<file path="config.mk">
export PLATFORM = sky130hd
export DESIGN_NAME = rob_commit_ctrl
export DESIGN_NICKNAME = d
export VERILOG_FILES = /design/src/rtl/rob_pkg.sv /design/src/rtl/rrat_table.sv /design/src/rtl/rob_commit_ctrl.sv
export SDC_FILE = /design/constraint.sdc
export NUM_CORES = 1
export LEC_CHECK = 0
export CORE_MARGIN = 2
export CORE_UTILIZATION = 59
export DETAILED_ROUTE_END_ITERATION = 8
export PLACE_DENSITY_LB_ADDON = 0.1
export SYNTH_ARGS = -nofsm -noshare
export SYNTH_HDL_FRONTEND = slang
export SYNTH_SLANG_ARGS = --single-unit
export TNS_END_PERCENT = 50
</file>
<file path="constraint.sdc">
create_clock -name clock -period 3.39 [get_ports clock]
set_clock_uncertainty 0.15 [all_clocks]
set_input_delay 0.678 -clock clock [delete_from_list [all_inputs] [get_ports clock]]
set_output_delay 0.678 -clock clock [all_outputs]
set_load 0.01 [all_outputs]
</file>
<file path="src/rtl/rob_pkg.sv">
// Shared constants and types for the ROB retirement path.
//
// ARF_SIZE / ARF_WIDTH : architectural register file size and index width
// PRF_WIDTH            : physical register tag width
// ROB_WIDTH            : index width of the 32-entry reorder buffer
// commit_state_t       : retirement sequencer state (RUN / RESTORE)
package rob_pkg;

  localparam int ARF_SIZE  = 32;
  localparam int ARF_WIDTH = 5;
  localparam int PRF_WIDTH = 6;
  localparam int ROB_WIDTH = 5;

  typedef enum logic {
    RUN     = 1'b0,
    RESTORE = 1'b1
  } commit_state_t;

endpackage : rob_pkg

</file>
<file path="src/rtl/rrat_table.sv">
// Retirement register alias table: the committed architectural-to-physical
// mapping. Resets to identity (entry i holds tag i).
//
// Ports:
//   clock, reset_n          : clock, asynchronous active-low reset
//   rd_a_idx / rd_a_data    : combinational read (old mapping for the free list)
//   rd_b_idx / rd_b_data    : combinational read (map-table replay)
//   we, wr_idx, wr_data     : write port, takes effect at the rising edge
//
// A read and a write of the same entry in one cycle returns the old value.
module rrat_table #(
  parameter int DEPTH  = 32,
  parameter int IDX_W  = 5,
  parameter int DATA_W = 6
) (
  input  logic              clock,
  input  logic              reset_n,
  input  logic [IDX_W-1:0]  rd_a_idx,
  output logic [DATA_W-1:0] rd_a_data,
  input  logic [IDX_W-1:0]  rd_b_idx,
  output logic [DATA_W-1:0] rd_b_data,
  input  logic              we,
  input  logic [IDX_W-1:0]  wr_idx,
  input  logic [DATA_W-1:0] wr_data
);

  logic [DATA_W-1:0] map [DEPTH];

  // NOTE: this array is architectural state that must come out of reset as
  // identity, so it is built from resettable flops rather than a RAM macro.
  always_ff @(posedge clock or negedge reset_n) begin
    if (!reset_n) begin
      for (int i = 0; i < DEPTH; i++) begin
        map[i] <= DATA_W'(i);
      end
    end else if (we) begin
      map[wr_idx] <= wr_data;
    end
  end

  assign rd_a_data = map[rd_a_idx];
  assign rd_b_data = map[rd_b_idx];

endmodule : rrat_table

</file>
<file path="src/rtl/rob_commit_ctrl.sv">
// ROB retirement sequencer. Pops the ROB head when complete, updates the
// RRAT and frees the superseded physical tag, holds stores until the LSQ
// accepts them, and on a mispredicted branch at the head squashes for one
// cycle and then replays all RRAT entries into the front-end map table.
//
// Optional build macro: COMMIT_STATS_EN adds retired_count and
// mispredict_count (32-bit, wrapping) output ports.
//
// Inputs : rob_head_* (head entry status/fields), st_commit_ready (LSQ)
// Outputs: rob_retire, free_valid/free_prf, st_commit_valid, squash,
//          redirect_pc, restore_valid/restore_arf/restore_prf, dispatch_stall
// All outputs are held at 0 while reset_n is low.
module rob_commit_ctrl #(
  parameter int ARF_SIZE  = rob_pkg::ARF_SIZE,
  parameter int ARF_WIDTH = rob_pkg::ARF_WIDTH,
  parameter int PRF_WIDTH = rob_pkg::PRF_WIDTH
) (
  input  logic                 clock,
  input  logic                 reset_n,
  input  logic                 rob_head_ready,
  input  logic                 rob_head_has_dest,
  input  logic [ARF_WIDTH-1:0] rob_head_arf,
  input  logic [PRF_WIDTH-1:0] rob_head_prf,
  input  logic                 rob_head_is_store,
  input  logic                 rob_head_is_branch,
  input  logic                 rob_head_mispredict,
  input  logic [63:0]          rob_head_npc,
  input  logic                 st_commit_ready,
  output logic                 rob_retire,
  output logic                 free_valid,
  output logic [PRF_WIDTH-1:0] free_prf,
  output logic                 st_commit_valid,
  output logic                 squash,
  output logic [63:0]          redirect_pc,
  output logic                 restore_valid,
  output logic [ARF_WIDTH-1:0] restore_arf,
  output logic [PRF_WIDTH-1:0] restore_prf,
  output logic                 dispatch_stall
`ifdef COMMIT_STATS_EN
  ,
  output logic [31:0]          retired_count,
  output logic [31:0]          mispredict_count
`endif
);

  import rob_pkg::*;

  commit_state_t        state, state_next;
  logic [ARF_WIDTH-1:0] count, count_next;
  logic                 rrat_we;
  logic [PRF_WIDTH-1:0] old_prf, replay_prf;

  rrat_table #(
    .DEPTH  (ARF_SIZE),
    .IDX_W  (ARF_WIDTH),
    .DATA_W (PRF_WIDTH)
  ) u_rrat (
    .clock     (clock),
    .reset_n   (reset_n),
    .rd_a_idx  (rob_head_arf),
    .rd_a_data (old_prf),
    .rd_b_idx  (count),
    .rd_b_data (replay_prf),
    .we        (rrat_we),
    .wr_idx    (rob_head_arf),
    .wr_data   (rob_head_prf)
  );

  // NOTE: sequential state uses non-blocking assignments so every flop
  // samples the pre-edge values of the others.
  always_ff @(posedge clock or negedge reset_n) begin
    if (!reset_n) begin
      state <= RUN;
      count <= '0;
    end else begin
      state <= state_next;
      count <= count_next;
    end
  end

  // NOTE: every output and next-state variable gets a default before the
  // case statement so no path leaves one unassigned (no latches).
  always_comb begin
    state_next      = state;
    count_next      = count;
    rrat_we         = 1'b0;
    rob_retire      = 1'b0;
    free_valid      = 1'b0;
    free_prf        = '0;
    st_commit_valid = 1'b0;
    squash          = 1'b0;
    redirect_pc     = '0;
    restore_valid   = 1'b0;
    restore_arf     = '0;
    restore_prf     = '0;
    dispatch_stall  = 1'b0;

    // Outputs are combinational from the head, so gate them with reset too.
    if (reset_n) begin
      unique case (state)
        RUN: begin
          if (rob_head_ready) begin
            if (rob_head_is_store) begin
              // Valid is independent of the LSQ handshake; dest is ignored.
              st_commit_valid = 1'b1;
              rob_retire      = st_commit_ready;
            end else begin
              rob_retire = 1'b1;
              if (rob_head_has_dest) begin
                free_valid = 1'b1;
                free_prf   = old_prf;
                rrat_we    = 1'b1;
              end
              // A mispredict flag on a non-branch is a plain retire.
              if (rob_head_is_branch && rob_head_mispredict) begin
                squash      = 1'b1;
                redirect_pc = rob_head_npc;
                state_next  = RESTORE;
                count_next  = '0;
              end
            end
          end
        end

        RESTORE: begin
          restore_valid  = 1'b1;
          restore_arf    = count;
          restore_prf    = replay_prf;
          dispatch_stall = 1'b1;
          if (count == ARF_WIDTH'(ARF_SIZE - 1)) begin
            state_next = RUN;
            count_next = '0;
          end else begin
            count_next = count + 1'b1;
          end
        end

        default: state_next = RUN;
      endcase
    end
  end

`ifdef COMMIT_STATS_EN
  always_ff @(posedge clock or negedge reset_n) begin
    if (!reset_n) begin
      retired_count    <= '0;
      mispredict_count <= '0;
    end else begin
      retired_count    <= retired_count + 32'(rob_retire);
      mispredict_count <= mispredict_count + 32'(squash);
    end
  end
`endif

endmodule : rob_commit_ctrl
</file>
### Word level (Yosys, flattened, before mapping)

Cells that the tools add are included.

* multiplexer cells: 50
* reductions and logical operators: 3
* bitwise operators: 3
* equality and inequality tests: 4
* magnitude comparators: 3
* add/subtract/negate cells: 1

Operators with widths (number)
* two-way mux 64 bit: 5
* bitwise mux 192 bit: 1
* two-way mux 6 bit: 12
* binary-select mux 6 bit (select 5 bit): 2
* demux 6 bit (select 5 bit): 1
* two-way mux 5 bit: 6
* two-way mux 1 bit: 21
* >= comparator 6 bit, second input constant: 2
* NOT 5 -> 6 bit: 2
* case mux 5 bit (2 select lines): 1
* less-than comparator 6 x 1 -> 1 bit, second input constant: 1
* != test 2 bit, second input constant: 3
* adder 5 x 1 -> 5 bit, second input constant: 1
* == test 5 bit, second input constant: 1
* AND reduction 4 bit: 1
* logical AND 1 bit: 2
* case mux 1 bit (2 select lines): 1
* NOT 1 bit: 1

* register bits: 198
* word-level logic and storage cells: 98
* output and inout port bits: 87
* input port bits: 83

### Logic depth before layout (Yosys ltp)

Gate-level depths: netlist of run 1.

* depth after elaboration: 9
* gate-level depth with buffers: 8
* mapped depth without buffers: 7

### Hierarchy

From an unflattened synthesis of run 1, not the netlist that was laid out.

* cells, all modules: 737
* area, all modules: 11422.2 sq um

Modules (own cells, without submodules)
* rrat_table: area each 10460.0 sq um, cells an instance 608, sequential area each 4904.7 sq um, instances 1
* rob_commit_ctrl: area each 962.2 sq um, cells an instance 129, sequential area each 150.1 sq um, instances 1

### Worst setup path after synthesis of run 1

OpenSTA, ideal clock, no wires.

* path kind: input to output
* start point: input port rob_head_arf[0]
* end point: output port free_prf[4]
* buffers on the path: 2
* required time: 2562 ps
* arrival: 2063 ps
* slack: 499 ps
* stages: 6
* cell sequence: buf_6 -> buf_6 -> mux4_1 -> a22o_1 -> a221oi_1 -> a31oi_1

* cells in the longest elaborated chain, start to end: 9

Ends and longest elaborated chain
* start, declared: line rob_commit_ctrl.sv:22 `input logic [ARF_WIDTH-1:0] rob_head_arf,`
* NOT 5 -> 6 bit (not written as such): line rrat_table.sv:41 `assign rd_a_data = map[rd_a_idx];`
* binary-select mux 6 bit (select 5 bit): line rrat_table.sv:41
* two-way mux 6 bit (not written as such) (2 in series): line rrat_table.sv:41
* two-way mux 6 bit: line rob_commit_ctrl.sv:109 `if (rob_head_has_dest) begin`
* two-way mux 6 bit: line rob_commit_ctrl.sv:103 `if (rob_head_is_store) begin`
* two-way mux 6 bit: line rob_commit_ctrl.sv:102 `if (rob_head_ready) begin`
* two-way mux 6 bit: line rob_commit_ctrl.sv:100 `unique case (state)`
* two-way mux 6 bit: line rob_commit_ctrl.sv:99 `if (reset_n) begin`
* end, declared: line rob_commit_ctrl.sv:31 `output logic [PRF_WIDTH-1:0] free_prf,`

Every way passes these cells. The select of a mux whose other input is x is not followed.

### Worst setup path after layout of run 1

* start point: register count[0]
* end point: output port restore_prf[4]

* cells in the longest elaborated chain, start to end: 6

Ends and longest elaborated chain
* start, declared: line rob_commit_ctrl.sv:49 `logic [ARF_WIDTH-1:0] count, count_next;`
* start signal, assigned: line rob_commit_ctrl.sv:77 `count <= count_next;`
* NOT 5 -> 6 bit (not written as such): line rrat_table.sv:42 `assign rd_b_data = map[rd_b_idx];`
* binary-select mux 6 bit (select 5 bit): line rrat_table.sv:42
* two-way mux 6 bit (not written as such) (2 in series): line rrat_table.sv:42
* two-way mux 6 bit: line rob_commit_ctrl.sv:100
* two-way mux 6 bit: line rob_commit_ctrl.sv:99
* end, declared: line rob_commit_ctrl.sv:37 `output logic [PRF_WIDTH-1:0] restore_prf,`

Every way passes these cells. The select of a mux whose other input is x is not followed.

==> summary.txt, run 1 <==
Layout
  – Share of post-route cells with drive strength above 1: 0.5349
  – Area Growth Syn to Fin: 29.33%
  – Most frequent cells in the layout: mux2_2 (192), dfrtp_1 (116), buf_4 (99)
  – FILL cells: 1135
  – Final #Nets: 1119
  – Reg area: 0.005060 mm²
  – Commonest non-fill, non-tap cell in the layout: mux2_2
  – Multi-input gate area: 0.006067 mm²

Outcome
  – Status: finished, final reports clean

Hold path
  – Worst hold path type: input port to asynchronous set/reset pin

Flow run
  – Max-Cap Viols: 0

Route
  – Wire per inst: 26.15 µm
  – Routed Antenna Nets: 0
  – Vias per cell: 6.576
  – Via total after detailed routing: 8431
  – Initial DRC count: 727
  – Number of remaining DRC errors: 0
  – Drt first pass iters: 7
  – Total wire length: 33520 µm

Clock tree
  – Longest Clk Path Bufs: 2
  – Clock Tree Root: clkbuf_16
  – Hold buffers post-CTS: 0
  – CTS tree: built
  – Worst-path clk slew: 0.08 ns
  – CTS H-Tree Depth: 4
  – CTS sink count: 198
  – CTS Buf Count: 17
  – Worst-Skew Late Latency: 0.44 ns

Global routing
  – Overflow after GRT: 0
  – Vias in the first global route: roughly 9000
  – GRT Util Overall: 0.3447
  – First-pass GRT wire length: 51690 µm
  – Largest net degree at the start of global routing: 86
  – Initial antenna violation count: 1

Floorplanning
  – Core area: 0.01877 mm²
  – Die height: 142.7 µm
  – Die Area: 0.02037 mm²
  – Die width: 142.7 µm
  – Initial core utilization: 0.6051
  – IO Count: 170
  – Row count: 50

Pwr
  – Leakage power: approximately 6.6 nW
  – Max VDD drop: 0.3841 mV
  – Pwr Density: 436.3 mW/mm²

Yosys
  – Sequential area share after synthesis: 0.4451
  – Ys async rst share: 1.000
  – Synthesized flop and latch total: 198
  – Most used flip-flop cell after synthesis: dfrtp_1
  – Yosys warns: 0
  – Synthesized area: ~0.011 mm²
  – Net Count, Synth: a little under 900
  – Syn Area/Cell: 14.25 µm²
  – Mapped Cells: 797
  – Count of cell types in the netlist: between 40 and 50
  – Post-synth EDFFs: 0

Place
  – Final HPWL DP: ~24000 µm
  – Routability cong.: 0.9561
  – I/O Buffers: 169

Setup path
  – CP max stage cell: dfrtp_4
  – CP max FO: 5
  – Crit path kind: flip-flop to primary output
  – Setup crit start: count[0]
  – CP endpoint: restore_prf[4]
  – Worst R2R Start: count[1]
  – Crit path arrival time: 2.54 ns
  – Worst path max stage delay: 0.50 ns
  – CP Cell Sequence: buf_12 -> buf_4 -> mux4_2 -> mux2i_4 -> a221oi_2 -> buf_4 -> o31a_1 -> buf_2
  – Reg2reg end: count[3]
  – Reg2reg path depth: 8
  – Startpoint types: flip-flop
  – CP dominant cell by count: buf_4
  – Setup crit end kind: primary output
  – Flop2flop setup slack: 0.94 ns
  – Worst EP required: about 2.6 ns

Timing
  – Tcrit/Tclk final: 0.9943
  – Fmax achieved: 296.7 MHz
  – Final hold slack: between 0.15 and 0.2 ns
  – Worst slew pin tran: 1.016 ns
  – Post-route setup TNS: 0 ns
  – RSZ-0062 raised after global routing: yes
  – Fin crit period: around 3.4 ns
  – Endpoints failing setup: 0
  – Max-slew violation count: 0
  – Rel. slew slack: 0.3227
  – Final Hold Vio Count: 0
## Yosys cell counts, types with 7 or more instances
master    number  area share
buf_4          8      0.0053
mux2_2       192        0.19
nor2_1        23      0.0076
a221oi_1      12      0.0093
inv_1         15      0.0050
buf_2          9      0.0040
and3_1         7      0.0039
mux4_2        91        0.18
mux2i_1       18       0.016
a22o_1         8      0.0062
clkbuf_1      38       0.013
a22oi_1       12      0.0079
dfstp_2       80        0.19
o21ai_0       10      0.0044
nand3_1        8      0.0035
dfrtp_1      118        0.26
and2_1        66       0.036
nand2_1       21      0.0069
## metal layers
| metal | routed length, µm | vias to the layer above | share of wire | global-route usage |
|---|---|---|---|---|
| met4 | 1887 | 0 | 0.056 | 0.1928 |
| met1 | 12310 | 4328 | 0.37 | 0.4310 |
| met3 | 2583 | 118 | 0.077 | 0.05936 |
| li1 | - | 3510 | - | - |
| met5 | 0 | - | 0 | 0 |
| met2 | 16740 | 475 | 0.50 | 0.5746 |
## what timing repair did
action | in CTS | in global routing
pin swaps | 5 | 4
resized for setup | 121 | 15
setup buffers | 8 | 5
endpoints found under the setup margin | 67 | 23
## state kept, by name (all words and copies together), names as in the netlist
| signal | count |
|---|---|
| count | 5 |
| state | 1 |
| u_rrat.map | 192 |
## where the power goes
part	internal, mW	total (mW)	switching (mW)
Clock	1.05	2.01	0.964
Sequential	2.53	2.65	0.119
Combinational	0.929	1.75	0.819
## area by class of cell
type,instances,share of cell area
Antenna cell,1,0.0001704
Timing Repair Buffer,283,0.1785
Sequential cell,198,0.3445
Clock inverter,15,0.01099
Multi-Input combinational cell,519,0.4131
Tap cell,234,0.01994
Clock buffer,17,0.02897
Inverter,15,0.003834
## how the worst min path moves through the flow
stage                              start               to  slack, ns  cells after the start
after detailed placement   u_rrat.map[6]    u_rrat.map[6]       0.37                      1
after CTS                        reset_n  u_rrat.map[185]       0.18                      2
after floorplan                  reset_n         count[0]       0.23                      0
final                            reset_n  u_rrat.map[190]       0.18                      2
after global placement    u_rrat.map[18]   u_rrat.map[18]       0.35                      1
after global routing             reset_n  u_rrat.map[190]       0.22                      2
## per-stage QoR
| stage | instances | worst slack (ns) | cell area [µm²] | power [mW] | utilization |
|---|---|---|---|---|---|
| after CTS | 1276 | -0.04785 | 14640 | 6.421 | 0.7803 |
| after floorplan | 797 | 0.4988 | 11360 | 3.587 | - |
| final | 1282 | 0.01921 | 14690 | 6.408 | 0.7825 |
| after detailed placement | 1236 | -0.5302 | 13870 | 4.250 | 0.7390 |
| after global placement | 1236 | -0.4920 | 13870 | 4.206 | 0.7390 |
| after global routing | 1282 | -0.02288 | 14690 | 6.645 | 0.7825 |
## worst max-delay path: cells and delay by family, from the launching register on
| kind | cells | cell delay [ns] |
|---|---|---|
| AOI/OAI and AO/OA | 2 | 0.50 |
| buffers and inverters | 4 | 0.64 |
| DFF | 1 | 0.50 |
| muxes | 2 | 0.45 |
## cells by family after synthesis
logic type	Yosys count	share of synthesized area
AOI/OAI and AO/OA	58	0.03834
adders and majority gates	2	0.002203
buffers and inverters	80	0.03449
DFF	198	0.4451
muxes	306	0.3983
and+or+nand+nor	153	0.08153
No activity file was read; power rests on OpenSTA's default activity.
==> run 2, diff against run 1 <==
--- a/config.mk
+++ b/config.mk
@@ -9,6 +9,7 @@
 export CORE_UTILIZATION = 59
 export DETAILED_ROUTE_END_ITERATION = 8
 export PLACE_DENSITY_LB_ADDON = 0.1
+export SETUP_SLACK_MARGIN = 0.4
 export SYNTH_ARGS = -nofsm -noshare
 export SYNTH_HDL_FRONTEND = slang
 export SYNTH_SLANG_ARGS = --single-unit
==> run 2 against run 1 <==
Net effect:
- flip-flop and latch count unchanged
- routed wire length increased by 9.4%
- sequential share of layout area decreased by 1.1 points
- largest power group unchanged
- global-route usage increased by 1.8 points
- final area increased by 3.4%
- utilization increased by 2.7 points
- die area unchanged
- sequential power about the same
- register-to-register slack got worse by 0.02 ns
- critical path depth unchanged
- critical endpoint is now restore_prf[2]
- combinational power increased by 10%
- first-iteration DRC count increased by 17%
==> summary.txt, run 2 (same netlist as run 1, synthesis figures left out) <==
Place
  – Post-place setup slack: -0.5302 ns (unchanged)
  – DP Area: 0.01387 mm² (unchanged)
  – Cell count after placement: 1236 (unchanged)
  – Routability cong.: 0.9561 (unchanged)
  – Final HPWL DP: 24030 µm (unchanged)
  – I/O Buffers: 169 (unchanged)

Floorplanning
  – IO Count: 170 (unchanged)
  – Die width: 142.7 µm (unchanged)
  – Core area: 0.01877 mm² (unchanged)
  – Initial core utilization: 0.6051 (unchanged)
  – Die height: 142.7 µm (unchanged)
  – Row count: 50 (unchanged)
  – Die Area: 0.02037 mm² (unchanged)

Route
  – Number of remaining DRC errors: 0 (unchanged)
  – Vias per cell: 6.642 (+1.0%)
  – Via total after detailed routing: 8768 (+4.0%)
  – Drt first pass iters: 5 (-2)
  – Total wire length: 36660 µm (+9.4%)
  – Routed Antenna Nets: 0 (unchanged)
  – Wire per inst: 27.77 µm (+6.2%)
  – Initial DRC count: 853 (+17%)

Timing
  – Rel. slew slack: 0.2984 (-0.02431)
  – Fmax achieved: 297.3 MHz (+0.21%)
  – Endpoints failing setup: 0 (unchanged)
  – Fin crit period: 3.364 ns (-0.007029 ns)
  – Worst slew pin tran: 1.052 ns (+0.03646 ns)
  – PnR worst setup slack: 0.02624 ns (+0.007029 ns)
  – Post-route setup TNS: 0 ns (unchanged)
  – Tcrit/Tclk final: 0.9923 (-0.002073)
  – RSZ-0062 raised after global routing: yes
  – Final Hold Vio Count: 0 (unchanged)
  – Max-slew violation count: 0 (unchanged)

Setup path
  – Reg2reg path depth: 8 (unchanged)
  – CP dominant cell by count: buf_12
  – Worst R2R Start: count[1]
  – Setup crit end kind: primary output
  – Crit path arrival time: 2.54 ns (about the same)
  – Number of cells on the critical path: 8 (unchanged)
  – Setup crit start: count[0]
  – WP buf/inv: 4 (unchanged)
  – Startpoint types: flip-flop
  – Reg2reg end: count[3]
  – Worst EP required: 2.56 ns (about the same)
  – Crit path kind: flip-flop to primary output
  – Top cell family by delay on the critical path: buffers and inverters
  – Worst path max stage delay: 0.51 ns (about the same)
  – CP max FO: 7 (+2)
  – CP Cell Sequence: buf_12 -> buf_16 -> buf_12 -> mux4_2 -> nand3_2 -> o21ai_1 -> o31a_1 -> buf_2
  – CP endpoint: restore_prf[2]
  – Flop2flop setup slack: 0.92 ns (-0.02 ns)
  – CP max stage cell: dfrtp_4

Clock tree
  – Hold buffers post-CTS: 0 (unchanged)
  – Worst-path clk slew: 0.08 ns (about the same)
  – CTS Buf Count: 17 (unchanged)
  – Longest Clk Path Bufs: 2 (unchanged)
  – CTS tree: built
  – Worst-Skew Late Latency: 0.43 ns (about the same)
  – CTS H-Tree Depth: 4 (unchanged)
  – CTS sink count: 198 (unchanged)
  – Clock Tree Root: clkbuf_16

Layout
  – Fin area: 0.01518 mm² (+3.4%)
  – Final #Nets: 1157 (+3.4%)
  – Commonest non-fill, non-tap cell in the layout: mux2_2
  – Share of post-route cells with drive strength above 1: 0.6295 (+0.09463)
  – Largest register by flop count: u_rrat.map
  – Fin cells: 1320 (+3.0%)
  – Largest register FFs: 192 (unchanged)
  – Most frequent cells in the layout: mux2_2 (192), dfrtp_1 (116), buf_4 (112)
  – Finished Core Util: 0.8091 (+0.02653)
  – Largest registers: u_rrat.map (192), count (5), state (1)
  – Area Growth Syn to Fin: 33.72%

Global routing
  – Vias in the first global route: 9034 (+3.3%)
  – Overflow after GRT: 0 (unchanged)
  – First-pass GRT wire length: 53890 µm (+4.3%)
  – GRT Util Overall: 0.3623 (+0.01756)
  – Initial antenna violation count: 1 (unchanged)
  – Largest net degree at the start of global routing: 86 (unchanged)

Flow run
  – Max-Cap Viols: 0 (unchanged)

Pwr
  – Leakage power: 6.784 nW (+2.4%)
  – Max VDD drop: 0.4130 mV (+7.5%)
  – Pwr Density: 435.4 mW/mm² (-0.21%)

Outcome
  – Status: finished, final reports clean

Hold path
  – Worst hold path type: input port to asynchronous set/reset pin
run 2: cell count changes in the layout (fill, tap and decap cells not counted), moves of 4 or more:
cell / delta
dlygate4sd2_1: -45
buf_2: +30
clkbuf_2: +24
buf_6: +18
clkdlybuf4s50_1: -16
buf_4: +13
buf_16: +9
a22oi_1: -5
a22oi_2: +5
a31oi_1: -4
a31oi_4: +4
buf_12: +4
run 2: area by class of cell:
cell class | instances | area [µm²]
Clock buffer | 17 | 425.4
Fill cell | 1029 | 3583
Tap cell | 234 | 292.8
Sequential cell | 198 | 5060
Clock inverter | 15 | 161.4
Timing Repair Buffer | 321 | 2980
Inverter | 15 | 56.30
Multi-Input combinational cell | 519 | 6206
Antenna cell | 1 | 2.502
run 2: worst reg2reg max path: stages, from the launching register on:
cell and delay [ns]:
dfrtp_2 0.46, buf_12 0.18, buf_4 0.22, ha_1 0.24, and3_1 0.19, ha_1 0.18
nand2b_1 0.18, or2_2 0.31, o31ai_1 0.26
run 2: worst min path at each step:
stage                    from         endpoint  slack [ns]  cells after the start
2_1_floorplan         reset_n         count[0]        0.23                      0
3_3_place_gp   u_rrat.map[18]   u_rrat.map[18]        0.35                      1
3_5_place_dp    u_rrat.map[6]    u_rrat.map[6]        0.37                      1
4_1_cts               reset_n  u_rrat.map[185]        0.18                      2
5_1_grt               reset_n  u_rrat.map[170]        0.11                      2
6_report              reset_n  u_rrat.map[115]         0.1                      2
run 2: power by group:
part / internal (mW) / leakage [nW] / switching (mW) / total [mW]
Sequential: 2.53 / 2.45 / 0.122 / 2.65
Combinational: 1.03 / 4.05 / 0.891 / 1.93
Clock: 1.05 / 0.289 / 0.986 / 2.04
Total: 4.61 / 6.78 / 2.00 / 6.61
run 2: through the flow:
| step | power [mW] | hold WS, ns |
|---|---|---|
| after floorplan | 3.587 | 0.2324 |
| after global placement | 4.206 | 0.3513 |
| after detailed placement | 4.250 | 0.3662 |
| after CTS | 6.477 | 0.1822 |
| after global routing | 6.826 | 0.1129 |
| final | 6.611 | 0.09709 |
run 2: metal layers:
metal  up-vias  global-route usage  wire, µm
met4         0              0.2137      1952
met2       513              0.5919     18280
met5         -                   0         0
li1       3592                   -         -
met1      4547              0.4626     13590
met3       116             0.05734      2830
run 2: what timing repair did:
action,CTS,global route
setup buffers,25,17
pin swaps,21,17
setup endpoints to repair,80,70
gates resized for setup,287,103
cloned,8,1
==> run 3, diff against run 2 <==
--- a/config.mk
+++ b/config.mk
@@ -8,6 +8,7 @@
 export CORE_MARGIN = 2
 export CORE_UTILIZATION = 59
 export DETAILED_ROUTE_END_ITERATION = 8
+export HOLD_SLACK_MARGIN = 0.15
 export PLACE_DENSITY_LB_ADDON = 0.1
 export SETUP_SLACK_MARGIN = 0.4
 export SYNTH_ARGS = -nofsm -noshare
==> run 3 against run 2 <==
Net effect:
- routed wire length grew 0.33%
- sequential power barely moved
- clock power about the same
- die area did not move
- worst hold slack improved by 0.095 ns
==> summary.txt, run 3 (same netlist as run 1, synthesis figures left out) <==
Floorplanning
  – Initial core utilization: 0.6051 (unchanged)
  – Die Area: 0.02037 mm² (unchanged)
  – Die height: 142.7 µm (unchanged)
  – Die width: 142.7 µm (unchanged)
  – Row count: 50 (unchanged)
  – IO Count: 170 (unchanged)
  – Core area: 0.01877 mm² (unchanged)

Layout
  – Final #Nets: 1158 (+0.086%)
  – Share of post-route cells with drive strength above 1: 0.6298 (about the same)
  – Largest registers: u_rrat.map (192), count (5), state (1)
  – Commonest non-fill, non-tap cell in the layout: mux2_2
  – Finished Core Util: 0.8101 (+0.001066)
  – Largest register FFs: 192 (unchanged)
  – Largest register by flop count: u_rrat.map
  – Most frequent cells in the layout: mux2_2 (192), dfrtp_1 (116), buf_4 (112)
  – Area Growth Syn to Fin: 33.89%
  – Fin area: 0.01520 mm² (+0.13%)

Setup path
  – Crit path kind: flip-flop to primary output
  – Crit path arrival time: 2.54 ns (about the same)
  – Flop2flop setup slack: 0.92 ns (about the same)
  – Setup crit end kind: primary output
  – CP max FO: 7 (unchanged)
  – Worst EP required: 2.56 ns (about the same)
  – Reg2reg path depth: 6 (-2)
  – Startpoint types: flip-flop

Route
  – Vias per cell: 6.668 (+0.38%)
  – Total wire length: 36780 µm (+0.33%)
  – Number of remaining DRC errors: 0 (unchanged)
  – Drt first pass iters: 7 (+2)
  – Routed Antenna Nets: 0 (unchanged)
  – Initial DRC count: 794 (-6.9%)
  – Wire per inst: 27.84 µm (+0.26%)
  – Via total after detailed routing: 8808 (+0.46%)

Clock tree
  – Worst-path clk slew: 0.08 ns (about the same)
  – CTS tree: built
  – Clock Tree Root: clkbuf_16
  – Longest Clk Path Bufs: 2 (unchanged)
  – CTS H-Tree Depth: 4 (unchanged)
  – CTS sink count: 198 (unchanged)
  – Worst-Skew Late Latency: 0.44 ns (about the same)
  – CTS Buf Count: 17 (unchanged)

Place
  – DP Area: 0.01387 mm² (unchanged)
  – I/O Buffers: 169 (unchanged)
  – Routability cong.: 0.9561 (unchanged)
  – Final HPWL DP: 24030 µm (unchanged)

Timing
  – Fmax achieved: 297.0 MHz (about the same)
  – RSZ-0062 raised after global routing: yes
  – Endpoints failing setup: 0 (unchanged)
  – Max-slew violation count: 0 (unchanged)
  – Worst slew pin tran: 1.046 ns (-0.006724 ns)
  – Tcrit/Tclk final: 0.9932 (about the same)
  – Fin crit period: 3.367 ns (+0.003333 ns)
  – Final Hold Vio Count: 0 (unchanged)
  – Rel. slew slack: 0.3029 (+0.004482)

Pwr
  – Max VDD drop: 0.4179 mV (+1.2%)
  – Pwr Density: 435.3 mW/mm² (about the same)
  – Leakage power: 6.794 nW (+0.14%)
  – Design Power: 6.619 mW (+0.11%)

Global routing
  – First-pass GRT wire length: 53890 µm (unchanged)
  – Largest net degree at the start of global routing: 86 (unchanged)
  – Overflow after GRT: 0 (unchanged)
  – GRT Util Overall: 0.3623 (unchanged)
  – Vias in the first global route: 9034 (unchanged)
  – Initial antenna violation count: 1 (unchanged)

Flow run
  – Max-Cap Viols: 0 (unchanged)

Hold path
  – Worst hold path type: input port to asynchronous set/reset pin

Outcome
  – Status: finished, final reports clean
## run 3: routing by layer
layer | global-route usage | wire length (µm) | vias up
li1 | - | - | 3594
met1 | 0.4626 | 13560 | 4559
met2 | 0.5919 | 18370 | 545
met3 | 0.05734 | 2925 | 110
met4 | 0.2137 | 1919 | 0
met5 | 0 | 0 | -
## run 3: path summary, 6_finish.rpt
check | from | to
max reg2reg | state | u_rrat.map[106]
max in group asynchronous | reset_n | u_rrat.map[19]
max | count[0] | restore_prf[2]
min | reset_n | u_rrat.map[185]
min in group clock | u_rrat.map[80] | u_rrat.map[80]
min reg2reg | u_rrat.map[80] | u_rrat.map[80]
## run 3: repair_timing
item                       4_1_cts  5_1_grt
gates resized for setup        287      103
buffers inserted                25       17
hold endpoints to repair         0       20
pin swaps                       21       17
hold buffers                     0        1
cloned                           8        1
setup endpoints to repair       80       70
## run 3: final cells by class
class / instances / area [µm²]
Antenna cell: 1 / 2.502
Clock buffer: 17 / 425.4
Clock inverter: 15 / 161.4
Fill cell: 1030 / 3563
Inverter: 15 / 56.30
Multi-Input combinational cell: 519 / 6206
Sequential cell: 198 / 5060
Tap cell: 234 / 292.8
Timing Repair Buffer: 322 / 3000
## run 3: through the flow
stage / cells / setup WS (ns) / hold slack [ns] / setup TNS, ns
global placement: 1236 / -0.4920 / 0.3513 / -9.071
finish: 1321 / 0.02290 / 0.1916 / 0
CTS: 1301 / 0.05684 / 0.1822 / 0
floorplan: 797 / 0.4988 / 0.2324 / 0
global route: 1321 / -0.01792 / 0.2287 / -0.03402
detailed placement: 1236 / -0.5302 / 0.3662 / -10.39
## run 3: report_power, final
part | total, mW | leakage, nW | switching (mW) | internal (mW)
combinational | 1.93 | 4.06 | 0.889 | 1.04
clock | 2.04 | 0.289 | 0.993 | 1.05
sequential | 2.65 | 2.45 | 0.122 | 2.53
## run 3: critical path: stages, from the launching register on
cell	delay, ns
dfrtp_4	0.51
buf_12	0.16
buf_16	0.14
buf_12	0.14
mux4_2	0.48
nand3_2	0.10
o21ai_1	0.07
o31a_1	0.33
buf_2	0.16
